--- src/rtl/div_sequencer.sv ---
// ---------------------------------------------------------------------------
// div_sequencer
//
// Control and operand-preparation stage in front of the iterative unsigned
// divider in the RV32I execute stage. It handles M-extension
// DIV/DIVU/REM/REMU requests as follows:
//   - Signed operands are turned into unsigned magnitudes for the divider.
//   - Divide-by-zero and signed overflow are resolved locally, without the
//     divider.
//   - Each divider request is a one-cycle strobe. The sequencer then waits for
//     the divider's done strobe, applies sign correction, and presents one
//     registered result.
//
// Ports
//   Clk, Rst        clock (rising edge), synchronous active-high reset
//   Start           request strobe from the execute stage
//   Op              funct3[1:0]: 00 DIV, 01 DIVU, 10 REM, 11 REMU
//   Op_a, Op_b      dividend (rs1), divisor (rs2)
//   Flush           pipeline flush, kills the current operation
//   Busy            stall request to the hazard unit
//   Result          final quotient or remainder (held until the next result)
//   Result_valid    one-cycle result strobe
//   Div_data_valid  request strobe to the divider
//   Div_divident    unsigned dividend magnitude to the divider
//   Div_divisor     unsigned divisor magnitude to the divider
//   Div_out_valid   divider done strobe
//   Div_quotient    unsigned quotient from the divider
//   Div_remainder   unsigned remainder from the divider
// ---------------------------------------------------------------------------
module div_sequencer #(
    parameter int DATA_WIDTH = 32
) (
    input  logic                  Clk,
    input  logic                  Rst,
    input  logic                  Start,
    input  logic [1:0]            Op,
    input  logic [DATA_WIDTH-1:0] Op_a,
    input  logic [DATA_WIDTH-1:0] Op_b,
    input  logic                  Flush,
    output logic                  Busy,
    output logic [DATA_WIDTH-1:0] Result,
    output logic                  Result_valid,
    output logic                  Div_data_valid,
    output logic [DATA_WIDTH-1:0] Div_divident,
    output logic [DATA_WIDTH-1:0] Div_divisor,
    input  logic                  Div_out_valid,
    input  logic [DATA_WIDTH-1:0] Div_quotient,
    input  logic [DATA_WIDTH-1:0] Div_remainder
);

    localparam logic [DATA_WIDTH-1:0] ALL_ONES = {DATA_WIDTH{1'b1}};
    localparam logic [DATA_WIDTH-1:0] ALL_ZERO = {DATA_WIDTH{1'b0}};
    localparam logic [DATA_WIDTH-1:0] ONE      = {{(DATA_WIDTH-1){1'b0}}, 1'b1};
    localparam logic [DATA_WIDTH-1:0] MIN_INT  = {1'b1, {(DATA_WIDTH-1){1'b0}}};

    typedef enum logic [2:0] {
        IDLE  = 3'd0,
        ISSUE = 3'd1,
        WAIT  = 3'd2,
        DONE  = 3'd3,
        DRAIN = 3'd4
    } state_t;

    // Two's-complement negation.
    function automatic logic [DATA_WIDTH-1:0] twos_neg(input logic [DATA_WIDTH-1:0] v);
        return ~v + ONE;
    endfunction

    // Negate v only when neg is set (used for both magnitude and sign fix-up).
    function automatic logic [DATA_WIDTH-1:0] cond_neg(input logic                  neg,
                                                       input logic [DATA_WIDTH-1:0] v);
        return neg ? twos_neg(v) : v;
    endfunction

    state_t                state_q, state_d;
    logic [1:0]            op_q, op_d;
    logic                  neg_quo_q, neg_quo_d;
    logic                  neg_rem_q, neg_rem_d;
    logic [DATA_WIDTH-1:0] divident_q, divident_d;
    logic [DATA_WIDTH-1:0] divisor_q, divisor_d;
    logic [DATA_WIDTH-1:0] result_q, result_d;
    logic                  result_valid_q, result_valid_d;
    logic                  div_data_valid_q, div_data_valid_d;
    logic                  busy_q, busy_d;

    // Request decode, evaluated on the incoming operands.
    logic                  is_signed;
    logic                  a_neg;
    logic                  b_neg;
    logic                  div_by_zero;
    logic                  sgn_overflow;
    logic                  special;
    logic [DATA_WIDTH-1:0] special_res;
    logic                  accept;
    logic [DATA_WIDTH-1:0] div_res;

    always_comb begin
        is_signed    = ~Op[0];
        a_neg        = is_signed & Op_a[DATA_WIDTH-1];
        b_neg        = is_signed & Op_b[DATA_WIDTH-1];
        div_by_zero  = (Op_b == ALL_ZERO);
        sgn_overflow = is_signed && (Op_a == MIN_INT) && (Op_b == ALL_ONES);
        special      = div_by_zero | sgn_overflow;

        // Divide-by-zero takes precedence; with b==0 the overflow pattern
        // cannot occur anyway.
        if (div_by_zero) begin
            special_res = Op[1] ? Op_a : ALL_ONES;
        end else begin
            special_res = Op[1] ? ALL_ZERO : MIN_INT;
        end

        // Flush beats a simultaneous Start; DONE accepts like IDLE so that
        // back-to-back operations lose no cycle.
        accept = ((state_q == IDLE) || (state_q == DONE)) && Start && !Flush;

        div_res = op_q[1] ? cond_neg(neg_rem_q, Div_remainder)
                          : cond_neg(neg_quo_q, Div_quotient);
    end

    always_comb begin
        state_d          = state_q;
        op_d             = op_q;
        neg_quo_d        = neg_quo_q;
        neg_rem_d        = neg_rem_q;
        divident_d       = divident_q;
        divisor_d        = divisor_q;
        result_d         = result_q;
        result_valid_d   = 1'b0;
        div_data_valid_d = 1'b0;

        case (state_q)
            IDLE, DONE: begin
                if (accept) begin
                    op_d       = Op;
                    neg_quo_d  = a_neg ^ b_neg;
                    neg_rem_d  = a_neg;
                    divident_d = cond_neg(a_neg, Op_a);
                    divisor_d  = cond_neg(b_neg, Op_b);
                    if (special) begin
                        result_d       = special_res;
                        result_valid_d = 1'b1;
                        state_d        = DONE;
                    end else begin
                        div_data_valid_d = 1'b1;
                        state_d          = ISSUE;
                    end
                end else begin
                    state_d = IDLE;
                end
            end

            ISSUE: begin
                // The request strobe is already out, so a flush here has to
                // wait for the divider to finish before the unit is reusable.
                state_d = Flush ? DRAIN : WAIT;
            end

            WAIT: begin
                if (Div_out_valid) begin
                    if (Flush) begin
                        state_d = IDLE;
                    end else begin
                        result_d       = div_res;
                        result_valid_d = 1'b1;
                        state_d        = DONE;
                    end
                end else if (Flush) begin
                    state_d = DRAIN;
                end
            end

            DRAIN: begin
                if (Div_out_valid) begin
                    state_d = IDLE;
                end
            end

            default: begin
                state_d = IDLE;
            end
        endcase

        busy_d = (state_d == ISSUE) || (state_d == WAIT) || (state_d == DRAIN);
    end

    always_ff @(posedge Clk) begin
        if (Rst) begin
            state_q          <= IDLE;
            op_q             <= 2'b00;
            neg_quo_q        <= 1'b0;
            neg_rem_q        <= 1'b0;
            divident_q       <= ALL_ZERO;
            divisor_q        <= ALL_ZERO;
            result_q         <= ALL_ZERO;
            result_valid_q   <= 1'b0;
            div_data_valid_q <= 1'b0;
            busy_q           <= 1'b0;
        end else begin
            state_q          <= state_d;
            op_q             <= op_d;
            neg_quo_q        <= neg_quo_d;
            neg_rem_q        <= neg_rem_d;
            divident_q       <= divident_d;
            divisor_q        <= divisor_d;
            result_q         <= result_d;
            result_valid_q   <= result_valid_d;
            div_data_valid_q <= div_data_valid_d;
            busy_q           <= busy_d;
        end
    end

    assign Busy           = busy_q;
    assign Result         = result_q;
    // A flush arriving in the DONE cycle must squash the strobe in that
    // same cycle, hence the only combinational term on an output.
    assign Result_valid   = result_valid_q & ~Flush;
    assign Div_data_valid = div_data_valid_q;
    assign Div_divident   = divident_q;
    assign Div_divisor    = divisor_q;

endmodule

--- config.mk ---
export PLATFORM = sky130hd
export DESIGN_NAME = div_sequencer
export DESIGN_NICKNAME = d
export VERILOG_FILES = /design/src/rtl/div_sequencer.sv
export SDC_FILE = /design/constraint.sdc
export NUM_CORES = 1
export LEC_CHECK = 0
export ABC_AREA = 1
export ABC_CLOCK_PERIOD_IN_PS = 2840
export CAP_MARGIN = 20
export CORE_MARGIN = 1
export CORE_UTILIZATION = 49
export DETAILED_ROUTE_END_ITERATION = 7
export PLACE_DENSITY = 0.86
export SLEW_MARGIN = 20
export SYNTH_ARGS = -nofsm -noshare
export SYNTH_HDL_FRONTEND = slang
export SYNTH_SLANG_ARGS = --single-unit
--- constraint.sdc ---
create_clock -name Clk -period 2.84 [get_ports Clk]
set_clock_uncertainty 0.2 [all_clocks]
set_input_delay 0.426 -clock Clk [delete_from_list [all_inputs] [get_ports Clk]]
set_output_delay 0.426 -clock Clk [all_outputs]
set_load 0.005 [all_outputs]
# --- After elaboration in Yosys (flattened, before gate mapping) ---
# Index checks and enable logic that the tools add are counted.
totals:
  reg_bits: 106
  output_inout_bits: 99
  word_cells: 82
classes:
  addsub: 4
  eq_ne: 13
  n_mux: 27
  bitwise: 13
  n_reduce_logical: 15
op_table:
  columns: ["op", "count"]
  rows:
  - ["$mux W32", 12]
  - ["$add A32 B1 Y32 const B", 4]
  - ["$not A32 Y32", 4]
  - ["$eq A32 B32 Y1 const B", 2]
  - ["$pmux W32 S2", 1]
  - ["$logic_not A32 Y1", 1]
  - ["$mux W3", 5]
  - ["$pmux W3 S4", 1]
  - ["$eq A3 B2 Y1 const B", 3]
  - ["$ne A2 B2 Y1 const B", 4]
  - ["$eq A3 B1 Y1 const B", 2]
  - ["$eq A3 B3 Y1 const B", 2]
  - ["$mux W1", 5]
  - ["$reduce_and A5 Y1", 1]
  - ["$logic_and A1 B1 Y1", 4]
  - ["$mux W2", 2]
  - ["$not A1 Y1", 4]
  - ["$and A1 B1 Y1", 3]
  - ["$logic_not A3 Y1", 1]
  - ["$logic_or A1 B1 Y1", 3]
  - ["$reduce_or A3 Y1", 1]
  - ["$pmux W1 S2", 1]
  - ["$reduce_and A2 Y1", 1]
  - ["$reduce_bool A2 Y1", 1]
  - ["4 further kinds", 4]

# --- Depth between registers and ports, before layout ---
# Gate-level depths: netlist (run 1).
logic_depth:
  word_depth: 10
  depth_mapped: 15

# --- Worst setup path before layout (run 1) ---
# Ideal clock, no wire load.
synth_path:
  kind: "input port to flip-flop"
  start: "input Op_b[0]"
  end: "register result_q[19], in the netlist Result[19]"
  arrival_ns: 1.882
  required_ns: 2.531
  path_slack_ns: 0.649
  stages: 15
  cell_sequence: "inv_1 ha_1 nand3_1 nor2_2 nand3_2 nor2_8 inv_4 nand2_2 nand2_2 nand2_2 buf_6 buf_6 nand3_1 nand2_1 inv_1"
synth_via:
  elab_chain_len: 5
synth_rtl:
  columns: ["element", "line", "rtl"]
  rows:
  - ["start, declared", "38", "input logic [DATA_WIDTH-1:0] Op_b,"]
  - ["$eq A32 B32 Y1 / $logic_not A32 Y1 (equally long branches)", "102, 101", null]
  - ["$logic_and A1 B1 Y1 / $mux W32 (equally long branches)", "102, 107", null]
  - ["$or A1 B1 Y1 / $mux W32 (equally long branches)", "103, 140", null]
  - ["$ne A2 B2 Y1 (no source line) / $mux W32 (equally long branches)", null, null]
  - ["$reduce_and A5 Y1 (no source line) / $pmux W32 S2 (equally long branches)", null, null]
  - ["end signal, assigned", "206", "result_q <= result_d;"]
  - ["end, declared", "81", "logic [DATA_WIDTH-1:0] result_q, result_d;"]
# Parallel ways exist; a longest one is shown, timed or not. The select of a mux whose other input is x is not followed.
# A chain may end at the register's enable or synchronous reset.

# --- Worst setup path after layout (run 1) ---
layout_path:
  start: "input Op_b[0]"
  end: "register result_q[8], in the netlist Result[8]"
# Same word-level chain as after synthesis.

==> impl_results.rst, run 1 <==
.. list-table::
   :header-rows: 1

   * - Metric
     - Value
   * - Run status
     - completed
   * - Summed instance area of the synthesized netlist
     - between 8000 and 9000 sq um
   * - Number of top-level design ports
     - ~230
   * - Slowest stage cell, crit path
     - clkdlybuf4s50_1
   * - Classification of the worst setup path
     - input pin to register
   * - IR Drop Worst-Case VDD
     - ~310 uV
   * - Clock sink count
     - roughly 110
   * - Gate Count Post-Synth
     - 1,425
   * - Row cnt
     - 47
   * - Detailed-route via count
     - between 10,000 and 15,000
   * - DRC violations left
     - 0
   * - TritonRoute pass-1 iters
     - 8
   * - Clock-pin slew on the worst setup and hold paths
     - ~0.07 ns
   * - Data required, critical path
     - 2.94 ns
   * - Count of state elements after synthesis
     - 105
   * - Count of buffer and inverter cells on the critical path
     - 3
   * - Sequential-to-total area share from yosys stat
     - ~25%
   * - Max Cap Viol
     - 0
   * - Starting utilization of the core area
     - 50.2%
   * - Final Instance Area
     - about 12,000 sq um
   * - Maximum level of the CTS H-tree
     - 3
   * - Die ar.
     - 17,500 sq um
   * - Data arrival time of the critical path
     - between 2 and 3 ns
   * - Most frequently used flop master after synthesis
     - dfxtp_1
   * - Storage cell area
     - 2100 sq um
   * - Share of total power consumed by net switching
     - around a third
   * - HPWL after DPL
     - 24.5 mm
   * - Residual antenna-violating net count after detailed routing
     - 0
   * - Post-CTS Setup Bufs
     - 0
   * - NumNets Final
     - 1,819
   * - Routed wirelength normalized by instance count
     - 16.4 um
   * - Cts hold-fix bufs
     - 0
   * - Die width
     - 132 um
   * - Placer Congestion
     - a little under 1
   * - Most common cell type on the critical path
     - nor2_1
   * - Per-instance average area after synthesis
     - ~6 sq um
   * - Peak per-stage delay on the critical path
     - 0.43 ns
   * - Area after detailed placement
     - around 11,000 sq um
   * - Capturing element type of the critical path
     - register
   * - Final worst path period share
     - roughly nine tenths
   * - Multi-input combinational cell area
     - about 5300 sq um
   * - TritonCTS Buffers
     - 9
   * - Net Sw Power
     - approximately 0.0013 W
   * - TritonCTS clock tree
     - done
   * - Proportion of power drawn by the clock network
     - between 30 and 40%
   * - 1st-iter DRT viols
     - roughly 1,200
   * - Maximum number of pins on one net before global-route repair
     - 65
   * - Source-to-sink clock delay at the later pin of the worst-skew pair
     - between 0.3 and 0.4 ns
   * - CP cell instances
     - clkdlybuf4s50_1 -> inv_1 -> ha_1 -> nand3_1 -> nor2_2 -> nand2_1 -> nor2_1 -> nand4_1 -> nor2_1 -> buf_4 -> o21ai_0 -> nand2_1 -> nor2_1 -> nor2_1
   * - Core box area
     - between 15,000 and 20,000 sq um
   * - Clock root buffer
     - clkbuf_16
   * - Final-report hold violation count
     - 0
   * - Share of layout cells above drive strength 1
     - under 10%
   * - Worst slew margin relative to its limit
     - a little over half
   * - Global-route wire length before repair
     - slightly below 50 mm
   * - Maximum count of clock buffers along a single path
     - 2
   * - Netlist cell types
     - 43
   * - Vias in the first global route
     - ~9,500
   * - CP top delay family
     - simple AND/OR/NAND/NOR gates
   * - Cell internal power dissipation
     - 0.00275 W
   * - Sequential cell fraction of total power
     - between 30% and 40%
   * - Minimum clock period
     - ~2.6 ns
   * - Die Span Y
     - around 130 um
   * - Unrepaired setup endpoints after global routing
     - false
   * - Worst Tran Pin Value
     - 0.692 ns
   * - Number of warning messages in the yosys log
     - 0
   * - Overall routed net length
     - between 30 and 40 mm
   * - Pwr per Cell Area
     - between 300 and 400 nW/um^2
   * - Port Buffer Count
     - ~230
   * - Element type at the critical path start
     - input pin
   * - Worst hold slack across all endpoints
     - about 0.27 ns
   * - Final slew viol count
     - 0
   * - Leakage
     - a little over 5 nW
   * - Signed area change from the synthesized netlist to the final layout
     - 38.7%
   * - Number of antenna violations at the first check in global routing
     - 1
   * - Number of enable-type register cells in the synthesized netlist
     - 0
   * - Max frequency
     - 0.388 GHz
   * - Post-layout power
     - a little over 0.004 W
   * - Vias per std cell
     - approximately 5.6
   * - Number of instances resized during post-cts repair
     - 0
   * - Post-synthesis async set-or-reset flop share
     - 0%
   * - Combinational share of power
     - ~29%
   * - Global Route Usage Sum
     - 34.6%
   * - Syn_nets
     - approximately 1,600
   * - Final setup fails
     - 0
   * - Critical path peak fanout
     - 11
   * - Hold Crit Class
     - register to register
   * - GR Overflow Total
     - 0
   * - Filler cell count
     - 1,474
layout make-up:
class	count	area share [%]
tap	220	2.38
antenna	1	0.0217
clock buffer	12	2.22
inverter	162	5.29
multi-input combinational	1098	46.3
clock inverter	4	0.293
timing repair buffer	303	25.3
sequential	105	18.2
cells in the mapped netlist, drive strengths merged, types with 4 or more instances:
master / number / share of area [%]
nand2: 321 / 15
nor2: 229 / 11
inv: 159 / 7.2
nand3: 147 / 9.3
o21ai: 146 / 8.8
dfxtp: 105 / 25
a21oi: 91 / 5.6
clkbuf: 42 / 1.9
xor2: 41 / 4.3
nand4: 33 / 2.5
buf: 18 / 1.3
nor3: 18 / 1.2
o211ai: 17 / 1.5
or2: 9 / 0.68
nand3b: 7 / 0.63
xnor2: 7 / 0.74
ha: 5 / 0.75
o31ai: 5 / 0.45
a211oi: 4 / 0.36
a31oi: 4 / 0.30
o221ai: 4 / 0.42
worst register-to-register path: cells and delay by family, from the launching register on:
family / cells / cell delay (ns)
compound gates: 1 / 0.07
flops: 1 / 0.73
buf+inv: 1 / 0.30
simple gates: 7 / 0.89
cells in the final DEF (no fill, tap or decap), drive strengths merged:
cell type | netlist | final
inv | 159 | 162
nand3b | 7 | 7
diode | 0 | 1
nor4 | 3 | 3
a31oi | 4 | 4
a21oi | 91 | 91
clkinv | 3 | 4
nand2 | 321 | 321
nor2 | 229 | 229
dfxtp | 105 | 105
a31o | 1 | 1
nor3 | 18 | 18
buf | 18 | 71
o22ai | 3 | 3
clkdlybuf4s50 | 0 | 232
nand3 | 147 | 147
xor2 | 41 | 41
o21ai | 146 | 146
o21a | 1 | 1
ha | 5 | 5
o31ai | 5 | 5
nand4 | 33 | 33
clkbuf | 42 | 12
o221ai | 4 | 4
xnor2 | 7 | 7
o211ai | 17 | 17
o21bai | 2 | 2
or2 | 9 | 9
a211oi | 4 | 4
power groups by stage:
| stage | Combinational (W) | Sequential, W | Clock, W |
|---|---|---|---|
| 2_1_floorplan | 0.000531 | 0.00162 | 0 |
| 3_3_place_gp | 0.00113 | 0.00163 | 0 |
| 3_5_place_dp | 0.00114 | 0.00163 | 0 |
| 4_1_cts | 0.00115 | 0.00160 | 0.00127 |
| 5_1_grt | 0.00127 | 0.00161 | 0.00133 |
| 6_report | 0.00117 | 0.00160 | 0.00126 |
path summary, 6_finish.rpt:
| path | startpoint | to | slack [ns] | depth (start not counted) |
|---|---|---|---|---|
| worst max-delay path | Op_b[0] | Result[8] | 0.26 | 14 |
| worst min-delay path | Result[31] | Result[31] | 0.27 | 2 |
| worst max register to register | neg_rem_q | Result[28] | 0.50 | 9 |
| worst min register to register | Result[31] | Result[31] | 0.27 | 2 |
registers in the layout, summed over array words and instances, names as in the netlist:
register and cells:
Busy 1, Div_data_valid 1, Div_divident 32, Div_divisor 32, Result 32, neg_quo_q 1
neg_rem_q 1, op_q 1, result_valid_q 1, state_q 3
cells by family after synthesis:
| family | share of synthesized area [%] |
|---|---|
| AND/OR/NAND/NOR | 40.4 |
| AO/OA/AOI/OAI | 18.0 |
| buffers and inverters | 10.5 |
| flip-flops | 25.2 |
| XOR/XNOR | 5.05 |
| adder cells (fa/ha/maj) | 0.751 |
metal layers:
metal	wire length [um]	part of all wire, %	track usage, %	up-vias
li1	-	-	-	5177
met1	13400	43	46.7	4809
met5	0	0	0	-
met4	1180	3.8	13.8	0
met3	3220	10	7.96	83
met2	13400	43	53.0	615
metrics by stage:
stage,setup slack (ns),setup TNS (ns),std cells,util (%)
final,0.261,0,1905,69.6
after global routing,0.0383,0,1905,69.6
after CTS,0.243,0,1904,69.6
after detailed placement,-0.111,-0.740,1888,67.8
after global placement,0.0243,0,1888,67.8
after floorplan,0.649,0,1425,-
Power figures use the tool's default switching activity.
==> run 2: changes to the inputs <==
GPL_ROUTABILITY_DRIVEN = 0   (was not set)
==> impl_results.rst, run 2 (same netlist as run 1, synthesis figures left out) <==
.. list-table::
   :header-rows: 1

   * - Metric
     - Value
   * - Run status
     - completed
   * - Most used cells in the layout excluding fill and tap cells
     - nand2_1, clkdlybuf4s50_1, nor2_1
   * - Capturing element type of the critical path
     - register
   * - Maximum level of the CTS H-tree
     - 3 (unchanged)
   * - Number of instances resized during post-cts repair
     - 0 (unchanged)
   * - Area after detailed placement
     - 11,200 sq um (-0.49%)
   * - Residual antenna-violating net count after detailed routing
     - 0 (unchanged)
   * - Final slew viol count
     - 0 (unchanged)
   * - Core box area
     - 16,600 sq um (unchanged)
   * - HPWL after DPL
     - 22.9 mm (-6.5%)
   * - Count of buffer and inverter cells on the critical path
     - 3 (unchanged)
   * - Post-CTS Setup Bufs
     - 0 (unchanged)
   * - Classification of the worst setup path
     - input pin to register
   * - Die ar.
     - 17,500 sq um (unchanged)
   * - Detailed-route via count
     - 10,500 (-1.4%)
   * - TritonRoute pass-1 iters
     - 5 (-3)
   * - Row cnt
     - 47 (unchanged)
   * - Maximum number of pins on one net before global-route repair
     - 94 (+45%)
   * - NumNets Final
     - 1,810 (-0.49%)
   * - Met2 capacity usage during global routing
     - 52.3% (-0.70 points)
   * - Global-route track usage on met1
     - 44.7% (-2.0 points)
   * - 1st-iter DRT viols
     - 1,064 (-9.8%)
   * - CP cell instances
     - clkdlybuf4s50_1 -> inv_1 -> ha_1 -> nand3_1 -> nor2_2 -> nand2_1 -> nor2_1 -> nand4_1 -> nor2_1 -> buf_4 -> o21ai_0 -> nand2_1 -> nor2_1 -> nor2_1
   * - Hold Crit Class
     - register to register
   * - Overall routed net length
     - 29.6 mm (-5.2%)
   * - Global-route wire length before repair
     - 47.8 mm (-1.2%)
   * - Unrepaired setup endpoints after global routing
     - false
   * - Vias in the first global route
     - 9,583 (+0.71%)
   * - Clock sink count
     - 105 (unchanged)
   * - Minimum clock period
     - 2.53 ns (-0.0474 ns)
   * - Data required, critical path
     - 2.94 ns (about the same)
   * - Number of top-level design ports
     - 234 (unchanged)
   * - Peak per-stage delay on the critical path
     - 0.43 ns (about the same)
   * - Pwr per Cell Area
     - 348 nW/um^2 (-0.11%)
   * - Signed area change from the synthesized netlist to the final layout
     - 38.0%
   * - Die width
     - 132 um (unchanged)
   * - Max Cap Viol
     - 0 (unchanged)
   * - Most common cell type on the critical path
     - nor2_1
   * - Met3 Use GR
     - 7.00% (-0.96 points)
   * - Data arrival time of the critical path
     - 2.64 ns (-0.04 ns)
   * - Source-to-sink clock delay at the later pin of the worst-skew pair
     - 0.35 ns (about the same)
   * - Filler cell count
     - 1,463 (-0.75%)
   * - Element type at the critical path start
     - input pin
   * - Starting utilization of the core area
     - 50.2% (unchanged)
   * - Cts hold-fix bufs
     - 0 (unchanged)
   * - TritonCTS Buffers
     - 9 (unchanged)
   * - Worst slew margin relative to its limit
     - 40.5% (-13 points)
   * - Port Buffer Count
     - 233 (unchanged)
   * - Final worst path period share
     - 89.1% (-1.7 points)
   * - Clock root buffer
     - clkbuf_16
   * - Die Span Y
     - 132 um (unchanged)
   * - Worst hold slack across all endpoints
     - 0.278 ns (+0.00454 ns)
   * - Maximum count of clock buffers along a single path
     - 2 (unchanged)
   * - Final-report hold violation count
     - 0 (unchanged)
   * - Routed wirelength normalized by instance count
     - 15.6 um (-4.8%)
   * - Most used routing layer in global routing
     - met2
   * - Vias per std cell
     - 5.56 (-0.94%)
   * - GR Overflow Total
     - 0 (unchanged)
   * - Global Route Usage Sum
     - 33.7% (-0.92 points)
   * - Leakage
     - 5.08 nW (-0.77%)
   * - Share of layout cells above drive strength 1
     - 6.93% (-0.44 points)
   * - Final setup fails
     - 0 (unchanged)
   * - Max frequency
     - 0.395 GHz (+1.9%)
   * - Most common library cell in the layout ignoring fill and taps
     - nand2_1
   * - Clock-pin slew on the worst setup and hold paths
     - 0.08 ns (about the same)
   * - Worst Tran Pin Value
     - 0.888 ns (+0.195 ns)
   * - Critical path peak fanout
     - 11 (unchanged)
   * - Slowest stage cell, crit path
     - clkdlybuf4s50_1
   * - DRC violations left
     - 0 (unchanged)
   * - Number of antenna violations at the first check in global routing
     - 2 (+1)
   * - CP top delay family
     - simple AND/OR/NAND/NOR gates
   * - Final Instance Area
     - 11,500 sq um (-0.46%)
   * - IR Drop Worst-Case VDD
     - 336 uV (+7.5%)
   * - TritonCTS clock tree
     - done
## run 2: layout make-up
type / instances / area (sq um) / share of cell area [%]
multi-input combinational: 1098 / 5350 / 46.5
clock inverter: 5 / 37.5 / 0.327
clock buffer: 11 / 253 / 2.20
inverter: 162 / 611 / 5.31
timing repair buffer: 294 / 2860 / 24.9
antenna: 2 / 5.00 / 0.0436
sequential: 105 / 2100 / 18.3
tap: 220 / 275 / 2.40
## run 2: final timing paths
path	slack, ns	depth (start not counted)	start	to
min reg2reg	0.28	2	Div_divident[31]	Div_divident[31]
max	0.31	14	Op_b[0]	Result[3]
max reg2reg	0.61	9	state_q[1]	Div_divisor[27]
min	0.28	2	Div_divident[31]	Div_divident[31]
## run 2: worst reg2reg max path: cells and delay by family, from the launching register on
kind	cells	cell delay (ns)
AO/OA/AOI/OAI	2	0.43
buffers and inverters	4	0.58
flip-flops	1	0.33
AND/OR/NAND/NOR	3	0.65
## run 2: stage by stage
stage                     utilization, %  TNS (ns)  setup slack [ns]  power [W]  cells
after floorplan                        -         0             0.649    0.00215   1425
after global placement              67.5         0            0.0713    0.00274   1879
after detailed placement            67.5    -0.430           -0.0657    0.00275   1879
after CTS                           69.3         0             0.317    0.00399   1895
after global routing                69.3         0            0.0809    0.00419   1897
final                               69.3         0             0.308    0.00400   1897
## run 2: power by group
group / internal [W] / switching (W)
Combinational: 0.000541 / 0.000613
Clock: 0.000650 / 0.000600
Sequential: 0.00155 / 0.0000483
## run 2: routing by layer
metal / up-vias / share of wire (%)
met2: 589 / 44
met3: 80 / 10
met5: - / 0
li1: 5171 / -
met4: 0 / 3.9
met1: 4699 / 42
==> run 3: changes to the inputs <==
ABC_CLOCK_PERIOD_IN_PS = 2540   (was 2840)
CTS_CLUSTER_SIZE = 30   (was not set)
clock period = 2.54 ns   (was 2.84 ns; I/O delays follow)
==> impl_results.rst, run 3 (same netlist as run 1, synthesis figures left out) <==
.. list-table::
   :header-rows: 1

   * - Metric
     - Value
   * - Post-layout power
     - 0.00466 W (+16%)
   * - Most common cell type on the critical path
     - nor2_1
   * - Worst slew margin relative to its limit
     - 62.7% (+22 points)
   * - Worst hold slack across all endpoints
     - 0.273 ns (-0.00527 ns)
   * - Worst Tran Pin Value
     - 0.560 ns (-0.328 ns)
   * - Most used cells in the layout excluding fill and tap cells
     - nand2_1, clkdlybuf4s50_1, nor2_1
   * - Run status
     - completed
   * - Classification of the worst setup path
     - input pin to register
   * - Starting utilization of the core area
     - 50.2% (unchanged)
   * - Global Route Usage Sum
     - 35.1% (+1.4 points)
   * - Core box area
     - 16,600 sq um (unchanged)
   * - Final setup fails
     - 0 (unchanged)
   * - Number of antenna violations at the first check in global routing
     - 1 (-1)
   * - Routed wirelength normalized by instance count
     - 15.9 um (+1.8%)
   * - DRC violations left
     - 0 (unchanged)
   * - HPWL after DPL
     - 24.1 mm (+5.0%)
   * - Signed area change from the synthesized netlist to the final layout
     - 44.4%
   * - TritonCTS Buffers
     - 9 (unchanged)
   * - Clock root buffer
     - clkbuf_16
   * - Maximum level of the CTS H-tree
     - 3 (unchanged)
   * - Die Span Y
     - 132 um (unchanged)
   * - 1st-iter DRT viols
     - 1,290 (+21%)
   * - Peak per-stage delay on the critical path
     - 0.42 ns (about the same)
   * - Data arrival time of the critical path
     - 2.50 ns (-0.14 ns)
   * - Vias per std cell
     - 5.64 (+1.5%)
   * - NumNets Final
     - 1,879 (+3.8%)
   * - Element type at the critical path start
     - input pin
   * - Overall routed net length
     - 31.2 mm (+5.5%)
   * - Pwr per Cell Area
     - 387 nW/um^2 (+11%)
   * - Max Cap Viol
     - 0 (unchanged)
   * - Max frequency
     - between 0.4 and 0.5 GHz
   * - Area after detailed placement
     - 11,700 sq um (+4.3%)
   * - Post-layout util
     - 72.5% (+3.2 points)
   * - Final worst path period share
     - 94.5%
   * - Leakage
     - 5.40 nW (+6.4%)
   * - Capturing element type of the critical path
     - register
   * - Number of top-level design ports
     - 234 (unchanged)
   * - Die width
     - 132 um (unchanged)
   * - CP cell instances
     - clkdlybuf4s50_1 -> inv_1 -> ha_1 -> nand3_2 -> nor2_4 -> nand2_1 -> nor2_1 -> nand4_1 -> nor2_1 -> buf_4 -> o21ai_0 -> nand2_1 -> nor2_1 -> nor2_1
   * - Die ar.
     - 17,500 sq um (unchanged)
   * - Cts hold-fix bufs
     - 0 (unchanged)
   * - TritonCTS clock tree
     - done
   * - Row cnt
     - 47 (unchanged)
   * - Final-report hold violation count
     - 0 (unchanged)
   * - Global-route wire length before repair
     - 49.9 mm (+4.4%)
   * - Final slew viol count
     - 0 (unchanged)
   * - IR Drop Worst-Case VDD
     - 358 uV (+6.4%)
   * - Vias in the first global route
     - 10,300 (+7.2%)
   * - Critical path peak fanout
     - 11 (unchanged)
   * - Residual antenna-violating net count after detailed routing
     - 0 (unchanged)
   * - Hold Crit Class
     - register to register
   * - Share of layout cells above drive strength 1
     - 10.6% (+3.7 points)
   * - Maximum number of pins on one net before global-route repair
     - 96 (+2.1%)
   * - Minimum clock period
     - approximately 2.4 ns
   * - TritonRoute pass-1 iters
     - 8 (+3)
   * - Data required, critical path
     - 2.64 ns (-0.30 ns)
   * - Unrepaired setup endpoints after global routing
     - false
   * - Port Buffer Count
     - 233 (unchanged)
   * - Detailed-route via count
     - 11,100 (+5.1%)
   * - Clock sink count
     - 105 (unchanged)
   * - Slowest stage cell, crit path
     - clkdlybuf4s50_1
   * - Maximum count of clock buffers along a single path
     - 2 (unchanged)
   * - Source-to-sink clock delay at the later pin of the worst-skew pair
     - 0.35 ns (about the same)
   * - Final Instance Area
     - 12,000 sq um (+4.6%)
   * - Most common library cell in the layout ignoring fill and taps
     - nand2_1
   * - GR Overflow Total
     - 0 (unchanged)
   * - Clock-pin slew on the worst setup and hold paths
     - 0.07 ns (about the same)
## run 3: cell types whose count changed in the layout (fill, tap and decap cells not counted), sizes merged
| cell | previous run | this run |
|---|---|---|
| bufinv | 0 | 2 |
| clkinvlp | 1 | 2 |
| clkinv | 5 | 4 |
| buf | 62 | 131 |
| inv | 161 | 159 |
| diode | 2 | 1 |
## run 3: timing repair
| action | in CTS | in global routing |
|---|---|---|
| resized for setup | 0 | 5 |
| endpoints found under the setup margin | 0 | 29 |
| setup buffers | 0 | 1 |
## run 3: stage by stage
stage / cells / setup TNS, ns / setup slack [ns]
2_1_floorplan: 1425 / 0 / 0.394
3_3_place_gp: 1947 / -3.01 / -0.133
5_1_grt: 1965 / 0 / 0.00511
3_5_place_dp: 1947 / -6.97 / -0.218
4_1_cts: 1963 / 0 / 0.141
6_report: 1965 / 0 / 0.141
## run 3: worst max-delay path: cells and delay by family
| kind | cells | cell delay [ns] |
|---|---|---|
| adder cells (fa/ha/maj) | 1 | 0.19 |
| AND/OR/NAND/NOR | 9 | 1.11 |
| AO/OA/AOI/OAI | 1 | 0.13 |
| buffers and inverters | 3 | 0.68 |
## run 3: power breakdown
group | internal, W | switching (W)
registers | 0.00173 | 0.0000545
clock network | 0.000864 | 0.000639
logic | 0.000655 | 0.000713
## run 3: path summary, 6_finish.rpt
| kind | start | endpoint | slack [ns] | cells past startpoint |
|---|---|---|---|---|
| worst max-delay path | Op_b[0] | Result[5] | 0.14 | 14 |
| worst min-delay path | Result[25] | Result[25] | 0.27 | 2 |
| worst max register to register | state_q[1] | Div_divisor[17] | 0.36 | 9 |
| worst min register to register | Result[25] | Result[25] | 0.27 | 2 |
## run 3: cell type report
cell class / count / area (sq um)
multi-input cells: 1098 / 5370
fillers: 1384 / 4560
clock inverters: 5 / 80.1
repair buffers: 363 / 3350
well taps: 220 / 275
flip-flops and latches: 105 / 2100
inverters: 162 / 611
clock buffers: 11 / 233
diodes: 1 / 2.50
## run 3: metal layers
layer,routed length (um),vias up,GRT usage (%)
met4,1470,0,18.2
met1,12400,4938,45.1
met2,13700,715,54.7
li1,-,5301,-
met5,0,-,0
met3,3560,126,8.00
